File: config.mk
export PLATFORM = sky130hd
export DESIGN_NAME = reg_file_dump_flat
export DESIGN_NICKNAME = d
export VERILOG_FILES = /design/src/rtl/reg_file_dump_if.sv /design/src/rtl/reg_file_dump.sv /design/src/flat_wrapper.sv
export SDC_FILE = /design/constraint.sdc
export NUM_CORES = 1
export LEC_CHECK = 0
export ABC_AREA = 1
export CAP_MARGIN = 40
export CORE_UTILIZATION = 49
export CTS_BUF_LIST = sky130_fd_sc_hd__clkbuf_2
export CTS_CLUSTER_SIZE = 25
export DETAILED_ROUTE_END_ITERATION = 8
export PLACE_DENSITY_LB_ADDON = 0.3
export SYNTH_ARGS = -nofsm -noshare
export SYNTH_HDL_FRONTEND = slang
export SYNTH_SLANG_ARGS = --single-unit
File: constraint.sdc
create_clock -name CLK -period 1.75 [get_ports CLK]
set_input_delay 0.35 -clock CLK [delete_from_list [all_inputs] [get_ports CLK]]
set_output_delay 0.35 -clock CLK [all_outputs]
set_load 0.005 [all_outputs]
File: src/rtl/reg_file_dump_if.sv
// -----------------------------------------------------------------------------
// reg_file_dump_if
// Beat interface carrying register-file dump data from reg_file_dump to the
// debug/trace consumer. Valid/ready handshake; a beat transfers on a rising
// clock edge where DUMP_VALID and DUMP_READY are both high.
//
// Signals:
//   DUMP_DATA  [DATA_W] beat data (register value, or checksum on trailer)
//   DUMP_ADDR  [ADDR_W] register index of the beat
//   DUMP_LAST           final beat of the dump
//   DUMP_VALID          beat valid
//   DUMP_READY          consumer ready
//   DUMP_CSUM           trailer beat marker (only with REG_FILE_DUMP_CSUM_EN)
//
// Modports: master = dump engine, slave = consumer.
// Optional feature macro: REG_FILE_DUMP_CSUM_EN
// -----------------------------------------------------------------------------
interface reg_file_dump_if #(
  parameter int ADDR_W = 5,
  parameter int DATA_W = 32
);
  logic [DATA_W-1:0] DUMP_DATA;
  logic [ADDR_W-1:0] DUMP_ADDR;
  logic              DUMP_LAST;
  logic              DUMP_VALID;
  logic              DUMP_READY;
`ifdef REG_FILE_DUMP_CSUM_EN
  logic              DUMP_CSUM;
`endif

  modport master (
`ifdef REG_FILE_DUMP_CSUM_EN
    output DUMP_CSUM,
`endif
    output DUMP_DATA,
    output DUMP_ADDR,
    output DUMP_LAST,
    output DUMP_VALID,
    input  DUMP_READY
  );

  modport slave (
`ifdef REG_FILE_DUMP_CSUM_EN
    input  DUMP_CSUM,
`endif
    input  DUMP_DATA,
    input  DUMP_ADDR,
    input  DUMP_LAST,
    input  DUMP_VALID,
    output DUMP_READY
  );
endinterface

File: src/rtl/reg_file_dump.sv
// -----------------------------------------------------------------------------
// reg_file_dump
// Debug read-out engine for the RISC-V integer register file. Owns the
// REG_FILE A read port (ADD_A out, REG_A in; the file reads combinationally)
// and streams the inclusive range FIRST_ADD..LAST_ADD out as one beat per
// register over the dump beat interface.
//
// Ports:
//   CLK        clock, rising edge
//   RST_N      asynchronous active-low reset
//   START      dump request, sampled only while idle
//   FIRST_ADD  first register of range, latched on accepted START
//   LAST_ADD   last register of range (inclusive), latched on accepted START
//   ABORT      cancel a dump in progress (ignored while idle)
//   ADD_A      REG_FILE read address, the registered read pointer
//   REG_A      REG_FILE read data
//   BUSY       high whenever the engine is not idle
//   DONE       one-cycle pulse on normal completion (also for an empty range)
//   dump       beat interface (master side)
//
// Optional feature macro: REG_FILE_DUMP_CSUM_EN
//   When defined, an XOR checksum of all register beats is appended as a
//   trailer beat (DUMP_ADDR=0, DUMP_CSUM=1, DUMP_LAST=1); the register beat
//   for the last register then carries DUMP_LAST=0.
// -----------------------------------------------------------------------------
module reg_file_dump #(
  parameter int ADDR_W = 5,
  parameter int DATA_W = 32
) (
  input  logic              CLK,
  input  logic              RST_N,
  input  logic              START,
  input  logic [ADDR_W-1:0] FIRST_ADD,
  input  logic [ADDR_W-1:0] LAST_ADD,
  input  logic              ABORT,
  output logic [ADDR_W-1:0] ADD_A,
  input  logic [DATA_W-1:0] REG_A,
  output logic              BUSY,
  output logic              DONE,
  reg_file_dump_if.master   dump
);

  typedef enum logic [1:0] {
    IDLE = 2'd0,
    READ = 2'd1,
    SEND = 2'd2
  } state_e;

  state_e            state_q, state_d;
  logic [ADDR_W-1:0] ptr_q,   ptr_d;
  logic [ADDR_W-1:0] end_q,   end_d;
  logic [DATA_W-1:0] data_q,  data_d;
  logic [ADDR_W-1:0] addr_q,  addr_d;
  logic              last_q,  last_d;
  logic              valid_q, valid_d;
  logic              busy_q,  busy_d;
  logic              done_q,  done_d;
  logic              hs;

`ifdef REG_FILE_DUMP_CSUM_EN
  logic [DATA_W-1:0] acc_q,     acc_d;
  logic              csum_q,    csum_d;
  // Marks the register beat for END, which is followed by the trailer
  // instead of terminating the dump.
  logic              end_beat_q, end_beat_d;
`endif

  assign hs = valid_q & dump.DUMP_READY;

  always_comb begin
    state_d = state_q;
    ptr_d   = ptr_q;
    end_d   = end_q;
    data_d  = data_q;
    addr_d  = addr_q;
    last_d  = last_q;
    valid_d = valid_q;
    done_d  = 1'b0;
`ifdef REG_FILE_DUMP_CSUM_EN
    acc_d      = acc_q;
    csum_d     = csum_q;
    end_beat_d = end_beat_q;
`endif

    case (state_q)
      IDLE: begin
        if (START) begin
          if (FIRST_ADD <= LAST_ADD) begin
            ptr_d   = FIRST_ADD;
            end_d   = LAST_ADD;
            state_d = READ;
`ifdef REG_FILE_DUMP_CSUM_EN
            acc_d   = '0;
`endif
          end else begin
            // Empty range: nothing to send, just acknowledge.
            done_d = 1'b1;
          end
        end
      end

      READ: begin
        if (ABORT) begin
          state_d = IDLE;
          valid_d = 1'b0;
          ptr_d   = '0;
        end else begin
          // REG_A already reflects ADD_A (=ptr_q); capture it here so later
          // writes to the same register do not leak into this beat.
          data_d  = REG_A;
          addr_d  = ptr_q;
          valid_d = 1'b1;
          state_d = SEND;
`ifdef REG_FILE_DUMP_CSUM_EN
          last_d     = 1'b0;
          csum_d     = 1'b0;
          end_beat_d = (ptr_q == end_q);
`else
          last_d  = (ptr_q == end_q);
`endif
        end
      end

      SEND: begin
        if (ABORT) begin
          // A handshake in this same cycle still counts as delivered; the
          // consumer sees it, the engine simply stops afterwards.
          state_d = IDLE;
          valid_d = 1'b0;
          ptr_d   = '0;
`ifdef REG_FILE_DUMP_CSUM_EN
          csum_d     = 1'b0;
          end_beat_d = 1'b0;
`endif
        end else if (hs) begin
          if (last_q) begin
            valid_d = 1'b0;
            done_d  = 1'b1;
            state_d = IDLE;
            ptr_d   = '0;
`ifdef REG_FILE_DUMP_CSUM_EN
            csum_d  = 1'b0;
`endif
          end
`ifdef REG_FILE_DUMP_CSUM_EN
          else if (end_beat_q) begin
            // Trailer is loaded straight from the end-register handshake;
            // VALID stays high and the state stays SEND.
            acc_d      = acc_q ^ data_q;
            data_d     = acc_q ^ data_q;
            addr_d     = '0;
            last_d     = 1'b1;
            csum_d     = 1'b1;
            end_beat_d = 1'b0;
          end
`endif
          else begin
            valid_d = 1'b0;
            ptr_d   = ptr_q + ADDR_W'(1);
            state_d = READ;
`ifdef REG_FILE_DUMP_CSUM_EN
            acc_d   = acc_q ^ data_q;
`endif
          end
        end
      end

      default: begin
        state_d = IDLE;
        valid_d = 1'b0;
        ptr_d   = '0;
      end
    endcase

    busy_d = (state_d != IDLE);
  end

  always_ff @(posedge CLK or negedge RST_N) begin
    if (!RST_N) begin
      state_q <= IDLE;
      ptr_q   <= '0;
      end_q   <= '0;
      data_q  <= '0;
      addr_q  <= '0;
      last_q  <= 1'b0;
      valid_q <= 1'b0;
      busy_q  <= 1'b0;
      done_q  <= 1'b0;
`ifdef REG_FILE_DUMP_CSUM_EN
      acc_q      <= '0;
      csum_q     <= 1'b0;
      end_beat_q <= 1'b0;
`endif
    end else begin
      state_q <= state_d;
      ptr_q   <= ptr_d;
      end_q   <= end_d;
      data_q  <= data_d;
      addr_q  <= addr_d;
      last_q  <= last_d;
      valid_q <= valid_d;
      busy_q  <= busy_d;
      done_q  <= done_d;
`ifdef REG_FILE_DUMP_CSUM_EN
      acc_q      <= acc_d;
      csum_q     <= csum_d;
      end_beat_q <= end_beat_d;
`endif
    end
  end

  assign ADD_A           = ptr_q;
  assign BUSY            = busy_q;
  assign DONE            = done_q;
  assign dump.DUMP_DATA  = data_q;
  assign dump.DUMP_ADDR  = addr_q;
  assign dump.DUMP_LAST  = last_q;
  assign dump.DUMP_VALID = valid_q;
`ifdef REG_FILE_DUMP_CSUM_EN
  assign dump.DUMP_CSUM  = csum_q;
`endif

endmodule

File: src/flat_wrapper.sv
// flat-port wrapper written by rule: the top's interface ports become plain ports
module reg_file_dump_flat 
#(
  parameter int ADDR_W = 5,
  parameter int DATA_W = 32
)
  (CLK, RST_N, START, FIRST_ADD, LAST_ADD, ABORT, ADD_A, REG_A, BUSY, DONE, dump_DUMP_DATA, dump_DUMP_ADDR, dump_DUMP_LAST, dump_DUMP_VALID, dump_DUMP_READY);
  reg_file_dump_if #(.ADDR_W(ADDR_W), .DATA_W(DATA_W)) dump_i ();
  input  logic CLK;
  input  logic RST_N;
  input  logic START;
  input  logic [ADDR_W-1:0] FIRST_ADD;
  input  logic [ADDR_W-1:0] LAST_ADD;
  input  logic ABORT;
  output logic [ADDR_W-1:0] ADD_A;
  input  logic [DATA_W-1:0] REG_A;
  output logic BUSY;
  output logic DONE;
  output wire logic [$bits(dump_i.DUMP_DATA)-1:0] dump_DUMP_DATA;
  output wire logic [$bits(dump_i.DUMP_ADDR)-1:0] dump_DUMP_ADDR;
  output wire logic [$bits(dump_i.DUMP_LAST)-1:0] dump_DUMP_LAST;
  output wire logic [$bits(dump_i.DUMP_VALID)-1:0] dump_DUMP_VALID;
  input wire logic [$bits(dump_i.DUMP_READY)-1:0] dump_DUMP_READY;
  assign dump_DUMP_DATA = dump_i.DUMP_DATA;
  assign dump_DUMP_ADDR = dump_i.DUMP_ADDR;
  assign dump_DUMP_LAST = dump_i.DUMP_LAST;
  assign dump_DUMP_VALID = dump_i.DUMP_VALID;
  assign dump_i.DUMP_READY = dump_DUMP_READY;
  reg_file_dump #(.ADDR_W(ADDR_W), .DATA_W(DATA_W)) u_core (.CLK(CLK), .RST_N(RST_N), .START(START), .FIRST_ADD(FIRST_ADD), .LAST_ADD(LAST_ADD), .ABORT(ABORT), .ADD_A(ADD_A), .REG_A(REG_A), .BUSY(BUSY), .DONE(DONE), .dump(dump_i));
endmodule
==> impl_metrics.yaml, run 1 <==
clock_tree:
  clockBufferDepth: 2
  clkSlewWorstSetupHoldPaths_ns: 0.24
  cts_root_buf: "clkbuf_2"
  ctsHtreeMaxLevel: 2
  cts_tree: "yes"
  cts_sinks: 53
  insertion_delay_ns: 0.42
  cts_buffers: 5
critical_path:
  crit_buf_inv: 1
  worst_setup_path_end_kind: "primary output"
  setup.worst_path.start_class: "flip-flop"
  path_class: "flip-flop to primary output"
  cp_max_fo: 1
  cp_top_family: "buffers and inverters"
  cpPeakStageDelay_ns: 0.52
  crit_cells: 1
  required_ns: 1.40
  cpMaxStageDelayCell: "clkdlybuf4s50_1"
  crit_chain: "clkdlybuf4s50_1"
  cp.arrival_ns: 1.34
  r2r_cells: 7
drt:
  routedWlPerCell_um: 13.00
  viasPerCell: 4.700
  ant_nets: 0
  first_pass_iters: 4
  drc: 0
  drtIter0Drc: 141
  vias: 2190
  wirelength_mm: 6.058
placement:
  dp_hpwl_mm: 4.075
  portBuffers: 92
  place.gp.congestion: 0.8783
die:
  die_y_um: 72.46
  dieArea_um2: 5250
  design.core.area_um2: 4755
  start_util_pct: 51.16
  io_pins: 93
  die_w_um: 72.46
  fp-row-count: 25
finish:
  postLayoutCoreUtil_pct: 78.82
  multi_input_area_um2: 973.4
  syn_to_final_growth_pct: 54.06
  final_layout_size_suffix_gt1_share_pct: 16.54
  antennaDiodeCount: 0
  nets: 451
  seq_area_um2: 1331
  fillCellCount: 341
timing:
  max_freq_mhz: 590.8
  hold_ws_ns: 0.4156
  clock_skew_ns: 0.01188
  relSlewSlack_pct: 81.65
  setup_viol: 0
  drv_slew: 0
  finalCriticalPeriod_ns: 1.693
  worstMarginPinSlew_ns: 0.2753
  min_period_over_period_pct: 96.73
  hold_violations: 0
yosys:
  synthCells: 278
  avgSynthCellArea_um2: 8.749
  synth_top_area_share_pct: 54.53
  synth.area.top_cells: "dfrtp_1, nand2_1, ha_1"
  ys_seq_elements: 53
  synth_warnings: 0
  yosysUniqueCellTypes: 29
  yosysSeqAreaShare_pct: 54.53
  syn_nets: 331
  netlist_area_um2: 2432
  synth_top_area_cell: "dfrtp_1"
global_routing:
  grt_max_degree: 54
  grt_pass1_vias: 2071
  gr-usage-all-layers_pct: 23.19
  grt_overflow: 0
  grt_pass1_wl_mm: 9.252
  antenna_found_initial: 0
min_path:
  hold_path_depth: 3
  hp-class: "primary input to flip-flop"
outcome:
  status: "complete, no violations"
power_and_ir_drop:
  power_density_nw_per_um2: 1349
  ir_worst_vdd_mv: 0.7755
  leakage_nw: 2.154
job:
  cap_violations: 0
placed cells by master (no fill, tap or decap), types with 4 or more instances in the layout:
master	netlist	routed
nand2_1	142	142
clkdlybuf4s50_1	0	69
dfrtp_1	53	49
buf_4	3	28
dlymetal6s2s_1	0	22
inv_1	12	12
nand3_1	10	10
ha_1	6	6
clkbuf_2	1	6
inv_2	5	5
o21ai_2	5	5
xor2_1	5	5
dfrtp_2	0	4
layer usage:
| layer | global-route usage, % | share of wire [%] | vias up |
|---|---|---|---|
| li1 | - | - | 1094 |
| met1 | 28.48 | 43 | 1014 |
| met2 | 39.88 | 49 | 73 |
| met3 | 4.861 | 6.2 | 9 |
| met4 | 9.368 | 1.7 | 0 |
| met5 | 0 | 0 | - |
Yosys cell counts:
cell      count
a21oi_1       1
buf_2         3
buf_4         3
buf_6         2
clkbuf_1      1
clkbuf_2      1
dfrtp_1      53
ha_1          6
inv_1        12
inv_2         5
nand2_1     142
nand2_2       3
nand2_4       2
nand2_8       1
nand3_1      10
nand3_2       2
nand4_1       1
nor2_1        3
nor2_2        3
nor2_4        3
o211ai_1      1
o21a_1        1
o21ai_0       2
o21ai_1       3
o21ai_2       5
o22ai_1       1
o31ai_1       1
xnor2_1       2
xor2_1        5
timing repair:
item | 4_1_cts | 5_1_grt
hold endpoints to repair | 53 | 0
setup endpoints to repair | 4 | 31
gates resized for setup | 4 | 22
setup buffers | 4 | 14
hold buffers | 1 | 0
gates cloned | 0 | 0
state kept, by name, summed over array words and instances (netlist names):
| name | cells |
|---|---|
| u_core.DONE | 1 |
| u_core.BUSY | 1 |
| u_core.dump.DUMP_ADDR | 5 |
| u_core.dump.DUMP_VALID | 1 |
| u_core.state_q | 2 |
| u_core.dump.DUMP_DATA | 32 |
| u_core.ADD_A | 5 |
| u_core.end_q | 5 |
| u_core.dump.DUMP_LAST | 1 |
cell type report:
cell class | count | area share, %
repair buffers | 123 | 32.85
flip-flops and latches | 53 | 35.53
well taps | 67 | 2.237
multi-input cells | 198 | 25.98
clock buffers | 6 | 0.8013
inverters | 17 | 1.703
clock inverters | 2 | 0.9015
cells by family after synthesis:
logic type | Yosys count | share of synthesized area (%)
AND/OR/NAND/NOR | 170 | 30.20
flip-flops | 53 | 54.53
adder cells (fa/ha/maj) | 6 | 3.086
buffers and inverters | 27 | 5.452
AO/OA/AOI/OAI | 15 | 4.218
XOR/XNOR | 7 | 2.521
through the flow:
| stage | instances | TNS (ns) | cell area (um^2) | worst slack (ns) | power, mW |
|---|---|---|---|---|---|
| 2_1_floorplan | 278 | 0 | 2432 | 0.2927 | 2.928 |
| 6_report | 466 | 0 | 3747 | 0.05726 | 5.055 |
| 4_1_cts | 452 | 0 | 3587 | 0.003011 | 4.919 |
| 5_1_grt | 466 | -0.05047 | 3747 | -0.01562 | 5.395 |
| 3_5_place_dp | 439 | -3.042 | 3478 | -0.2942 | 4.238 |
| 3_3_place_gp | 439 | -2.366 | 3478 | -0.2405 | 4.159 |
where the power goes:
part	internal [mW]	total (mW)	switching [mW]
Sequential	1.74	2.03	0.293
Clock	0.243	0.602	0.358
Combinational	1.43	2.42	0.994
Total	3.41	5.05	1.65
path summary, 6_finish.rpt:
path | start | to | slack [ns]
setup / recovery | u_core.BUSY | BUSY | 0.06
hold / removal | REG_A[31] | u_core.dump.DUMP_DATA[31] | 0.42
setup reg to reg | u_core.ADD_A[0] | u_core.ADD_A[4] | 0.37
hold reg to reg | u_core.dump.DUMP_DATA[22] | u_core.dump.DUMP_DATA[22] | 0.51
max in group asynchronous | RST_N | u_core.ADD_A[3] | 1.07
min in group asynchronous | RST_N | u_core.state_q[1] | 0.45
Power figures use the tool's default switching activity.
==> run 2: changes to the inputs <==
- CORE_UTILIZATION: 49 -> 60
- DONT_BUFFER_PORTS: not set -> 1
- PLACE_DENSITY: not set -> 0.76
- PLACE_DENSITY_LB_ADDON: 0.3 -> not set
==> run 2 against run 1 <==
Setup slack better by 0.14 ns; wire length fell by 12%; power shrank 26%; sequential share of layout area is 11 points higher; core utilization fell by 3.9 points; sequential power up 10%; first-iteration DRC count shrank 20%; final area decreased by 25%; sequential cell count unchanged; largest cell class unchanged; largest power group is now registers.
==> impl_metrics.yaml, run 2 (synthesis gave the netlist of run 1 again) <==
global_routing:
  grt_pass1_wl_mm: 8.528
  antenna_found_initial: 0
  grt_overflow: 0
  gr-usage-all-layers_pct: 26.73
  grt_pass1_vias: 1880
  grt_max_degree: 54
power_and_ir_drop:
  p_sw_share_pct: 39.11
  seq_power_share_pct: 60.2
  total_power_mw: 3.716
  clkPwrFrac_pct: 12.3
  power_frac_comb_pct: 27.5
  p_int_mw: 2.263
  p_sw_mw: 1.453
  power_density_nw_per_um2: 1315
  ir_worst_vdd_mv: 0.7117
  leakage_nw: 1.492
clock_tree:
  cts_tree: "yes"
  insertion_delay_ns: 0.44
  clockBufferDepth: 2
  ctsHtreeMaxLevel: 2
  cts_buffers: 5
  clkSlewWorstSetupHoldPaths_ns: 0.25
  cts_sinks: 53
  cts_resized: 0
  post_cts_buffers: 0
  cts_root_buf: "clkbuf_2"
die:
  die_y_um: 65.67
  io_pins: 93
  start_util_pct: 64.50
  design.core.area_um2: 3771
  die_w_um: 65.67
  fp-row-count: 22
  dieArea_um2: 4313
critical_path:
  cpMaxStageDelayCell: "dfrtp_1"
  crit_chain: "inv_2 > nand3_2 > inv_2 > buf_12 > nand2_1 > nand2_1"
  cp.arrival_ns: 1.93
  setup.worst_path.start_class: "flip-flop"
  cpPeakStageDelay_ns: 0.47
  worst_setup_path_end_kind: "flip-flop"
  cp_max_fo: 23
  path_class: "flip-flop to flip-flop"
  required_ns: 2.13
drt:
  wirelength_mm: 5.333
  ant_nets: 0
  drc: 0
  routedWlPerCell_um: 14.94
  vias: 1872
  first_pass_iters: 4
  drtIter0Drc: 113
  viasPerCell: 5.244
min_path:
  hp-class: "primary input to flip-flop"
timing:
  min_period_over_period_pct: 88.69
  drv_slew: 0
  max_freq_mhz: 644.3
  tns_ns: 0
  layout_setup_ws_ns: 0.1979
  relSlewSlack_pct: 75.62
  worstMarginPinSlew_ns: 0.3652
  hold_violations: 0
  clock_skew_ns: 0.02325
  rsz0062_at_grt: "no"
  finalCriticalPeriod_ns: 1.552
  setup_viol: 0
job:
  cap_violations: 0
finish:
  final_cell_area_um2: 2825
  antennaDiodeCount: 0
  multi_input_area_um2: 973.4
  largest_reg_flops: 32
  layout_commonest_cell: "nand2_1"
  nets: 362
  final_layout_size_suffix_gt1_share_pct: 10.68
  seq_area_um2: 1326
  syn_to_final_growth_pct: 16.15
  fillCellCount: 285
  final_cell_mix: "nand2_1, dfrtp_1, dlygate4sd3_1, inv_1, nand3_1"
placement:
  place_area_um2: 2451
  pre_cts_slack_ns: 0.1419
  place.gp.congestion: 0.8345
  dp_hpwl_mm: 3.480
  portBuffers: 0
outcome:
  status: "complete, no violations"
==> run 2: layout make-up <==
type	count	area share (%)
clock buffer	5	0.8857
clock inverter	2	0.3986
inverter	17	2.259
multi-input combinational	198	34.46
sequential	53	46.94
tap	48	2.126
timing repair buffer	34	12.93
==> run 2: power by group through the flow <==
stage          Sequential (mW)  Combinational [mW]  Clock [mW]
2_1_floorplan             2.12               0.810           0
3_3_place_gp              2.25               0.871           0
6_report                  2.24                1.02       0.458
5_1_grt                   2.31                1.18       0.503
4_1_cts                   2.23                1.01       0.470
3_5_place_dp              2.26               0.926           0
==> run 2: through the flow <==
step	cells	utilization (%)	hold WS, ns
after floorplan	278	-	0.05441
after global placement	318	65.00	0.05557
after detailed placement	318	65.00	0.05580
after CTS	355	74.39	0.0001448
after global routing	357	74.92	0.003595
final	357	74.92	0.02028
==> run 2: worst paths after layout <==
check / start / to / slack (ns) / cells past startpoint
worst max-delay path: u_core.state_q[1] / u_core.dump.DUMP_DATA[29] / 0.20 / 6
worst min-delay path: LAST_ADD[4] / u_core.end_q[4] / 0.02 / 2
worst max register to register: u_core.state_q[1] / u_core.dump.DUMP_DATA[29] / 0.20 / 6
worst min register to register: u_core.dump.DUMP_DATA[30] / u_core.dump.DUMP_DATA[30] / 0.54 / 2
max in group asynchronous: RST_N / u_core.ADD_A[3] / 1.13 / 2
min in group asynchronous: RST_N / u_core.dump.DUMP_ADDR[1] / 0.40 / 2
==> run 2: critical path, delay by kind of cell, from the launching register on <==
| family | cells | cell delay [ns] |
|---|---|---|
| buffers and inverters | 3 | 0.66 |
| DFF | 1 | 0.47 |
| and+or+nand+nor | 3 | 0.35 |
==> run 2: timing repair <==
item,in CTS,in global routing
hold buffers,30,2
setup endpoints to repair,0,0
endpoints found under the hold margin,81,2
==> run 2: layer usage <==
layer | GRT usage, % | routed length (um) | part of all wire [%] | vias to the layer above
li1 | - | - | - | 918
met1 | 31.60 | 2195 | 41 | 863
met2 | 45.79 | 2610 | 49 | 80
met3 | 7.986 | 433 | 8.1 | 11
met4 | 9.239 | 94 | 1.8 | 0
met5 | 0 | 0 | 0 | -
==> run 3: changes to the inputs <==
- PLACE_DENSITY: 0.76 -> 0.83
==> run 3 against run 2 <==
Hold slack improved by 0.0090 ns; sequential share of layout area is 0.59 points higher; sequential cell count is the same; register-to-register slack improved by 0.13 ns; global-route usage down 2.2 points; wire length shrank 0.92%; core utilization decreased by 0.93 points; clock-buffer cell count did not move; via count grew 0.80%; setup slack gained 0.13 ns; clock skew shrank 0.014 ns; non-clock buffer count shrank 3; largest power group unchanged.
==> impl_metrics.yaml, run 3 (synthesis gave the netlist of run 1 again) <==
outcome:
  status: "complete, no violations"
critical_path:
  r2r_cells: 6
  r2r_setup_slack_ns: 0.32
  cp.arrival_ns: 1.80
  r2r_end: "u_core.dump.DUMP_DATA[29]"
  path_class: "flip-flop to flip-flop"
  cp_max_fo: 24
  worst_setup_path_end_kind: "flip-flop"
  required_ns: 2.12
  crit_start: "u_core.state_q[1]"
  crit-reg2reg-launch: "u_core.state_q[1]"
  setup.worst_path.start_class: "flip-flop"
  crit_end: "u_core.dump.DUMP_DATA[29]"
clock_tree:
  insertion_delay_ns: 0.41
  cts_resized: 0
  cts_buffers: 5
  cts_root_buf: "clkbuf_2"
  cts_tree: "yes"
  ctsHoldBuffers: 22
  clockBufferDepth: 2
  ctsHtreeMaxLevel: 2
  cts_sinks: 53
  clkSlewWorstSetupHoldPaths_ns: 0.23
  post_cts_buffers: 0
drt:
  first_pass_iters: 4
  wirelength_mm: 5.284
  routedWlPerCell_um: 14.93
  drc: 0
  ant_nets: 0
  vias: 1887
  viasPerCell: 5.331
  drtIter0Drc: 132
finish:
  final_cell_mix: "nand2_1, dfrtp_1, dlygate4sd3_1, inv_1, nand3_1"
  antennaDiodeCount: 0
  final_cell_area_um2: 2790
  largest_reg_flops: 32
  final_layout_size_suffix_gt1_share_pct: 11.44
  layout_commonest_cell: "nand2_1"
  nets: 359
  stdcell_count: 354
  syn_to_final_growth_pct: 14.71
placement:
  dp_cells: 320
  portBuffers: 0
  place_area_um2: 2466
  place.gp.congestion: 0.8266
  pre_cts_slack_ns: 0.1377
  dp_hpwl_mm: 3.480
timing:
  rsz0062_at_grt: "no"
  clock_skew_ns: 0.008761
  tns_ns: 0
  relSlewSlack_pct: 79.02
  max_freq_mhz: 701.7
  min_period_over_period_pct: 81.44
  hold_violations: 0
  drv_slew: 0
  finalCriticalPeriod_ns: 1.425
  worstMarginPinSlew_ns: 0.3147
  layout_setup_ws_ns: 0.3249
  setup_viol: 0
global_routing:
  gr-max-usage-layer: "met2"
  grt_max_degree: 54
  grt_use_met1_pct: 29.88
  grt_pass1_wl_mm: 7.748
  groute.layer.met3.usage_pct: 5.208
  grt_pass1_vias: 1721
  gr-usage-all-layers_pct: 24.55
  grt_overflow: 0
  antenna_found_initial: 0
  grt.met2_usage_pct: 42.35
die:
  io_pins: 93
  fp-row-count: 22
  die_y_um: 65.67
  dieArea_um2: 4313
  die_w_um: 65.67
  start_util_pct: 64.50
  design.core.area_um2: 3771
power_and_ir_drop:
  total_power_mw: 3.742
  p_sw_mw: 1.459
  p_int_mw: 2.283
  p_sw_share_pct: 39.00
  clkPwrFrac_pct: 11.9
  ir_worst_vdd_mv: 0.8286
  seq_power_share_pct: 59.0
  leakage_nw: 1.481
  power_density_nw_per_um2: 1341
  power_frac_comb_pct: 29.2
min_path:
  worstHoldStart: "REG_A[31]"
  hp-class: "primary input to flip-flop"
job:
  cap_violations: 0
[run 3: worst min path at each step]
stage                     cells past startpoint                   endpoint  slack (ns)
after floorplan                               0            u_core.ADD_A[0]        0.05
after global placement                        0  u_core.dump.DUMP_DATA[26]        0.06
after detailed placement                      0   u_core.dump.DUMP_ADDR[1]        0.06
after CTS                                     2  u_core.dump.DUMP_DATA[30]      0.0002
after global routing                          2  u_core.dump.DUMP_DATA[11]       0.001
final                                         2  u_core.dump.DUMP_DATA[31]        0.03
[run 3: layout make-up]
cell class	count	area, um^2
fill	280	980.9
sequential	53	1326
clock inverter	2	11.26
tap	48	60.06
multi-input combinational	198	973.4
inverter	17	63.81
clock buffer	5	25.02
timing repair buffer	31	330.3
[run 3: stage by stage]
step / hold WS (ns) / util [%]
2_1_floorplan: 0.05441 / -
3_3_place_gp: 0.05542 / 65.39
3_5_place_dp: 0.05587 / 65.39
4_1_cts: 0.0002119 / 72.66
5_1_grt: 0.001052 / 73.99
6_report: 0.02933 / 73.99
[run 3: worst max-delay path, stage by stage (launching register included)]
cell	delay (ns)
dfrtp_1	0.47
inv_2	0.08
nand3_2	0.17
inv_2	0.30
buf_12	0.20
nand2_1	0.07
nand2_1	0.07
[run 3: power groups by stage]
stage	clock network, mW	registers (mW)	logic, mW
detailed placement	0	2.23	0.990
finish	0.443	2.21	1.09
CTS	0.459	2.20	1.06
global placement	0	2.21	0.938
global route	0.496	2.28	1.23
floorplan	0	2.12	0.810
[run 3: layer usage]
metal	part of all wire (%)	up-vias
met1	41	904
li1	-	905
met2	52	76
met4	0.42	0
met3	6.7	2
met5	0	-
==> edit: new RTL, flow settings as in run 2 <==
`DATA_W` is set to 32 in 3 places; all go to 16.
--- a/src/rtl/reg_file_dump_if.sv
+++ b/src/rtl/reg_file_dump_if.sv
@@ -18,5 +18,5 @@
 interface reg_file_dump_if #(
   parameter int ADDR_W = 5,
-  parameter int DATA_W = 32
+  parameter int DATA_W = 16
 );
   logic [DATA_W-1:0] DUMP_DATA;
--- a/src/rtl/reg_file_dump.sv
+++ b/src/rtl/reg_file_dump.sv
@@ -26,5 +26,5 @@
 module reg_file_dump #(
   parameter int ADDR_W = 5,
-  parameter int DATA_W = 32
+  parameter int DATA_W = 16
 ) (
   input  logic              CLK,
--- a/src/flat_wrapper.sv
+++ b/src/flat_wrapper.sv
@@ -3,5 +3,5 @@
 #(
   parameter int ADDR_W = 5,
-  parameter int DATA_W = 32
+  parameter int DATA_W = 16
 )
   (CLK, RST_N, START, FIRST_ADD, LAST_ADD, ABORT, ADD_A, REG_A, BUSY, DONE, dump_DUMP_DATA, dump_DUMP_ADDR, dump_DUMP_LAST, dump_DUMP_VALID, dump_DUMP_READY);
Interface: changed (resized REG_A and dump_DUMP_DATA); port bits go from 93 to 61. The function was not compared with the original's and may differ.
==> edit against run 2 <==
The flow now finishes with violations (design-rule violations); cell area fell by 29%; worst setup slack better by 0.15 ns; routed wire length fell by 28%; sequential cell count fell by 16; non-clock buffer count is 30 lower; clock skew fell by 0.0087 ns; synthesized area down 23%; power is 18% lower.
==> edit: results (changes against run 2) <==
** Run status
- Result of the run: complete, but fails checks (was completed).
- The checks that failed: design-rule violations.

** Synth
- The post-synthesis instance total was 215 (was 278).
- Number of distinct library cells after synthesis :: 25 (was 29)
- Sequential share of the synthesized area :: 49.2% (was 54.5%)

** Worst hold path
- The worst min-delay path endpoint is u_core.dump.DUMP_DATA[4] (was u_core.end_q[4]).

** Layout
- Count of nets after finishing :: 257 (was 362)
- Multi-input gate share of the layout cell area :: 42.2% (was 34.5%)
- The filler cell count in the final layout is 234 (was 285).
- The buffer share of cell area came to 2.23% (was 12.9%).
- Final design area excluding fillers :: 2020 µm² (was 2830 µm²)
- The number of cells in the finished layout apart from fillers is 252 (was 357).
- Area fraction of clock buffers and clock inverters :: 4.47% (was 1.28%)
- Max FFs per register :: 16 (was 32)
- The multi-input combinational gate total came to 155 (was 198).

** Drt
- DR iter-0 viols :: 89 (was 113)
- Number of iterations in the first detailed-routing pass :: 6 (was 4)
- The final routed DRC violation total is 7 (was 0).
- The ratio of routed vias to standard cells was 5.62 (was 5.24).

** Place
- Placer congestion estimate :: 0.847 (was 0.835)
- Final HPWL from detailed placement :: 2740 µm (was 3480 µm)
- Placed Area :: 1900 µm² (was 2450 µm²)

** Timing
- Hold WS :: 0.0466 ns (was 0.0203 ns)
- The worst max-slew margin expressed relative to the limit is 74.8% (was 75.6%).
- The clock skew after layout was 0.0145 ns (was 0.0233 ns).

** Setup path
- The internal reg-to-reg setup slack was 0.35 ns (was 0.20 ns).
- The destination of the critical timing path was u_core.dump.DUMP_LAST (was u_core.dump.DUMP_DATA[29]).
- Largest delay contributor family on the critical path :: flip-flops (was buffers and inverters)
- The maximum fanout encountered on the critical timing path was 22 (was 23).

** Power
- The leakage power figure was 1.09 nW (was 1.49 nW).

** Global route
- Wire length of the first global-routing pass :: 5940 µm (was 8530 µm)
- The via count of the first global-routing pass was 1379 (was 1880).

** Clocking
- Later-pin clock latency in the skew report :: 0.39 ns (was 0.44 ns)
- Clock transition at the registers of the reported paths :: 0.19 ns (was 0.25 ns)
==> edit: power by group through the flow <==
stage | registers (mW) | logic (mW) | clock network [mW]
finish | 1.54 | 0.820 | 0.678
global route | 1.59 | 0.929 | 0.710
CTS | 1.54 | 0.825 | 0.679
detailed placement | 1.56 | 0.794 | 0
global placement | 1.55 | 0.754 | 0
floorplan | 1.48 | 0.669 | 0
==> edit: timing repair <==
action,4_1_cts,5_1_grt
hold buffers,2,0
endpoints found under the hold margin,37,0
buffers inserted,0,0
==> edit: cells by family (layout without fill, tap and decap cells) <==
family	Yosys count	in the layout	synth area share, %
simple gates	130	130	33.9
flops	37	37	49.2
buf+inv	23	29	5.65
compound gates	13	13	4.52
fa+ha+maj	6	6	3.99
xor+xnor	6	6	2.79
==> edit: per-layer routing <==
metal | vias to the layer above | track usage (%) | wire length, µm
met2 | 65 | 43.2 | 1910
met3 | 6 | 8.26 | 312
met1 | 659 | 26.5 | 1550
li1 | 686 | - | -
met4 | 0 | 9.18 | 59
met5 | - | 0 | 0
